===== src/rtl/maths_pkg.sv =====
// Shared definitions for the maths add/sub family: mode encodings,
// default operand width and the pipeline stage record.
package maths_pkg;

  localparam int unsigned DEFAULT_WIDTH = 16;

  typedef enum logic [1:0] {
    MODE_ADD_WRAP = 2'd0,
    MODE_ADD_USAT = 2'd1,
    MODE_ADD_SSAT = 2'd2,
    MODE_SUB_WRAP = 2'd3
  } mode_e;

  typedef struct packed {
    logic                     valid;
    logic [DEFAULT_WIDTH-1:0] z;
    logic                     ovf;
  } stage_t;

endpackage


===== src/rtl/maths_addsub_core.sv =====
// Combinational add/sub datapath: wrap, unsigned-saturate, signed-saturate
// and wrapping subtract, each with its overflow/clamp/borrow flag.
module maths_addsub_core
  import maths_pkg::*;
#(
  parameter int unsigned WIDTH = DEFAULT_WIDTH
) (
  input  logic [WIDTH-1:0] x_i,
  input  logic [WIDTH-1:0] y_i,
  input  logic [1:0]       mode_i,
  output logic [WIDTH-1:0] z_o,
  output logic             ovf_o
);

  logic [WIDTH:0] sum;
  logic [WIDTH:0] diff;
  logic           sovf;

  always_comb begin
    sum   = {1'b0, x_i} + {1'b0, y_i};
    diff  = {1'b0, x_i} - {1'b0, y_i};
    // Signed overflow: operands agree in sign but the result does not.
    sovf  = (x_i[WIDTH-1] == y_i[WIDTH-1]) && (sum[WIDTH-1] != x_i[WIDTH-1]);
    z_o   = '0;
    ovf_o = 1'b0;
    case (mode_e'(mode_i))
      MODE_ADD_WRAP: begin
        z_o   = sum[WIDTH-1:0];
        ovf_o = sum[WIDTH];
      end
      MODE_ADD_USAT: begin
        z_o   = sum[WIDTH] ? '1 : sum[WIDTH-1:0];
        ovf_o = sum[WIDTH];
      end
      MODE_ADD_SSAT: begin
        if (sovf)
          z_o = x_i[WIDTH-1] ? {1'b1, {(WIDTH-1){1'b0}}} : {1'b0, {(WIDTH-1){1'b1}}};
        else
          z_o = sum[WIDTH-1:0];
        ovf_o = sovf;
      end
      MODE_SUB_WRAP: begin
        z_o   = diff[WIDTH-1:0];
        ovf_o = diff[WIDTH];
      end
      default: begin
        z_o   = '0;
        ovf_o = 1'b0;
      end
    endcase
  end

endmodule


===== src/rtl/maths_pipe_addsub.sv =====
// Pipelined add/sub with valid/ready handshake, STAGES-cycle latency,
// full backpressure and a wrapping completed-result counter.
module maths_pipe_addsub
  import maths_pkg::*;
#(
  parameter int unsigned WIDTH  = DEFAULT_WIDTH,
  parameter int unsigned STAGES = 3,
  parameter int unsigned CNTW   = 16
) (
  input  logic             clock,
  input  logic             reset,
  input  logic             in_valid,
  output logic             in_ready,
  input  logic [WIDTH-1:0] x,
  input  logic [WIDTH-1:0] y,
  input  logic [1:0]       mode,
  output logic             out_valid,
  input  logic             out_ready,
  output logic [WIDTH-1:0] z,
  output logic             ovf,
  output logic [CNTW-1:0]  count
);

  // Same layout as maths_pkg::stage_t, but sized by this instance's WIDTH.
  typedef struct packed {
    logic             valid;
    logic [WIDTH-1:0] z;
    logic             ovf;
  } pstage_t;

  pstage_t          stage_q [STAGES];
  pstage_t          stage_d [STAGES];
  logic [CNTW-1:0]  count_q;
  logic [CNTW-1:0]  count_d;
  logic [WIDTH-1:0] core_z;
  logic             core_ovf;
  logic             advance;

  maths_addsub_core #(
    .WIDTH(WIDTH)
  ) u_core (
    .x_i   (x),
    .y_i   (y),
    .mode_i(mode),
    .z_o   (core_z),
    .ovf_o (core_ovf)
  );

  assign advance   = !stage_q[STAGES-1].valid || out_ready;
  assign in_ready  = advance;
  assign out_valid = stage_q[STAGES-1].valid;
  assign z         = out_valid ? stage_q[STAGES-1].z : '0;
  assign ovf       = out_valid && stage_q[STAGES-1].ovf;
  assign count     = count_q;

  always_comb begin
    stage_d = stage_q;
    count_d = count_q;
    if (advance) begin
      stage_d[0] = '{valid: in_valid, z: core_z, ovf: core_ovf};
      for (int unsigned i = 1; i < STAGES; i++)
        stage_d[i] = stage_q[i-1];
    end
    if (out_valid && out_ready)
      count_d = count_q + CNTW'(1);
  end

  always_ff @(posedge clock or negedge reset) begin
    if (!reset) begin
      for (int unsigned i = 0; i < STAGES; i++)
        stage_q[i] <= '0;
      count_q <= '0;
    end else begin
      stage_q <= stage_d;
      count_q <= count_d;
    end
  end

endmodule


===== config.mk =====
export PLATFORM = sky130hd
export DESIGN_NAME = maths_pipe_addsub
export DESIGN_NICKNAME = d
export VERILOG_FILES = /design/src/rtl/maths_pkg.sv /design/src/rtl/maths_addsub_core.sv /design/src/rtl/maths_pipe_addsub.sv
export SDC_FILE = /design/constraint.sdc
export NUM_CORES = 1
export LEC_CHECK = 0
export ABC_CLOCK_PERIOD_IN_PS = 1920
export BUFFER_PORTS_ARGS = -buffer_cell sky130_fd_sc_hd__buf_2
export CORE_ASPECT_RATIO = 1.2
export CORE_UTILIZATION = 55
export CTS_CLUSTER_DIAMETER = 150
export CTS_CLUSTER_SIZE = 24
export DETAILED_ROUTE_END_ITERATION = 6
export PLACE_DENSITY = 0.78
export SKIP_CTS_REPAIR_TIMING = 1
export SYNTH_ARGS = -nofsm -noshare
export SYNTH_HDL_FRONTEND = slang
export SYNTH_SLANG_ARGS = --single-unit

===== constraint.sdc =====
create_clock -name clock -period 1.92 [get_ports clock]
set_input_delay 0.096 -clock clock [delete_from_list [all_inputs] [get_ports clock]]
set_output_delay 0.096 -clock clock [all_outputs]
set_load 0.05 [all_outputs]

==> results.md <==
* Critical path fanouts, max at 7
* TritonRoute pass-1 iters at 5
* CP max stage cell: or4_4
* Final Power at 6.891 mW
* Design Area, Final at 0.006576 mm²
* Main combinational cell family by area after synthesis: simple AND/OR/NAND/NOR gates
* CTS Buf Count at 9
* Most common cell in the netlist: nand2_1
* Period utilization at 111.4%
* Hold wc startpoint: out_ready
* CTS tree: yes
* Ys async rst share at 100.0%
* Synth top area cells: dfrtp_1 (37%), nand2_1 (11%), ha_1 (8.7%)
* CP startpoint kind: input port
* Post-synthesis sequential area ratio at 36.73%
* FF+latch count, synth at 70
* Die ar. at 0.009050 mm²
* Clk slew on worst S/H paths at 0.08 ns
* Post-route minimum period at 2.138 ns
* RR Startpoint: count[2]
* Later-pin clock latency in the skew report at 0.34 ns
* Grt peak-use layer: met2
* Power density over cell area at approximately 1000 mW/mm²
* Port Buf Inserts at 72
* Syn avg cell area at 8.252 µm²
* Yosys top cell area share at 36.73%
* Mapped Area at 0.004770 mm²
* VDD IR-drop max at 599.4 µV
* Congestion Overflow GR at 0
* Final ANT Viol Nets at 0
* Final HPWL DP at approximately 9100 µm
* DRC at 0
* Req. time, crit path at 2.15 ns
* Post-synth top area cell: dfrtp_1
* Starting density of the core at 57.86%
* Violated checks: negative setup slack
* Met3 usage at 4.365%
* Place WS at -0.7038 ns
* CTS H-tree lvls at 3
* GRT met1 Usage at 31.78%
* Final Hold Fails at 0
* Slew margin rel. at 64.25%
* Die Y-Extent at between 100 and 150 µm
* Vias/cell at 5.508
* Wirelength, routed at 12,400 µm
* Die W at 87.01 µm
* DR vias at 4,726
* Setup-failing EPs final at 16
* Row Count at 36
* Crit path kind: input port to flop
* Post-Syn Instances at 578
* CP delay by family, top: simple AND/OR/NAND/NOR gates
* Max Clock Freq at 467.6 MHz
* Initial DRC count at 206
* Synth Area in Adders at around a tenth
* Critical Path Max Stage Delay at 0.44 ns
* Core area at 0.008243 mm²
* First-pass GRT wire length at 19,550 µm
* Gr usage total at between 20% and 30%
* Synth Net Count at 651
* CTS Sinks at 70
* Yosys warnings at 0
* TNS Setup at -1.608 ns
* Ant diodes at 0
* Average routed wire per standard cell at between 10 and 15 µm
* Mux cell area share after synthesis at 0.4460%
* Worst-path cell chain: buf_12 > inv_12 > ha_4 > nor2b_4 > or4_4 > o211ai_4 > o211a_4 > nor4b_4 > buf_6 > or3_4 > o32a_1
* Io pins at 73
* Post-synthesis cell type count at 66
* Pleak at 3.252 nW
* Max cap viols at 0
* Fillers at 569
* Final Slew Violations at 0
* Status: finished with violations
* M2 GR Usage at 46.51%
* GP Congestion at approximately 0.96
* Clock Skew at 0.009155 ns
* Initial antenna violation count at 0
* Share of post-route cells with drive strength above 1 at 34.14%
* Top_reg_cell synth: dfrtp_1
* Largest net degree at the start of global routing at 71
* Top cells by count, synth: nand2_1 (141), dfrtp_1 (70), nor2_1 (47)
* Crit path capture type: flop
* Critical path arrival at 2.37 ns
* Dpl cell area at just under 0.006 mm²
* Worst Hold Class: input port to flop
* Worst setup margin at -0.2185 ns
* Clock Path Buffers at 2
* RSZ-0062 raised after global routing: yes
* Synth Area in Compound Gates at 17.50%
* Post-Synth Simple-Gate Area at between 20 and 25%
* NumNets Final at 812
* Actual slew at the worst max-slew pin at roughly 0.53 ns
* Crit path buf inv count at 3
* Vias in the first global route at 4,405
* Crit path from: y[6]
* Area grow syn2layout at 37.88%
* Clock root buffer master: clkbuf_8
* EDFF count, synth at 0
* XOR/XNOR Fraction of Synth Area at 6.243%
==> final cells by class <==
class	count	area, µm²	area share (%)
repair buffers	176	1259	19.14
inverters	35	146.4	2.226
clock inverters	6	86.33	1.313
multi-input cells	447	3063	46.58
well taps	114	142.6	2.169
clock buffers	10	127.6	1.941
flip-flops and latches	70	1752	26.64
==> worst reg2reg max path, cell delays in order (launching register included) <==
cell,delay (ns)
dfrtp_1,0.44
nand4_1,0.16
nor3_1,0.40
nand4_1,0.25
nor2_1,0.20
xor2_1,0.16
==> placed cells by master (no fill, tap or decap), types with 9 or more instances in the layout <==
master	count
nand2_1	140
and2_1	19
xnor2_1	25
ha_1	21
dfrtp_1	70
o21ai_0	13
nor2_1	43
inv_1	28
buf_4	97
buf_2	64
a21oi_1	21
clkbuf_8	9
==> sequential cells by signal, indices dropped and copies added, names as in the netlist <==
register,count
stage_q,53
count,16
out_valid,1
==> power by group <==
part	internal [mW]	total, mW	switching, mW
Combinational	1.23	3.29	2.06
Sequential	2.02	2.35	0.331
Clock	0.729	1.25	0.524
Total	3.97	6.89	2.92
==> metrics by stage <==
stage               std cells  util [%]  hold slack [ns]
floorplan                 578         -          -0.1996
global placement          830     72.31           0.1391
detailed placement        830     72.31           0.1432
CTS                       846     74.91          -0.2374
global route              858     79.78           0.1715
finish                    858     79.78           0.1544
==> worst paths after layout <==
path	endpoint	slack, ns	cells past startpoint
worst max register to register	count[15]	0.24	5
min in group asynchronous	stage_q[3]	0.31	3
worst max-delay path	stage_q[50]	-0.22	11
max in group asynchronous	count[8]	1.31	3
worst min-delay path	count[0]	0.15	3
worst min register to register	stage_q[1]	0.46	2
==> routing by layer <==
metal | share of wire, % | wire length (µm)
met1 | 41 | 5077
met4 | 4.2 | 516
met3 | 4.1 | 511
met5 | 0 | 0
met2 | 51 | 6290
==> kinds of logic (layout without fill, tap and decap cells) <==
group	count (synthesis)	after routing
compound gates	115	115
xor+xnor	34	34
fa+ha+maj	35	35
buf+inv	61	227
flops	70	70
mux	2	2
simple gates	261	261
(Power assumes the default switching activity.)
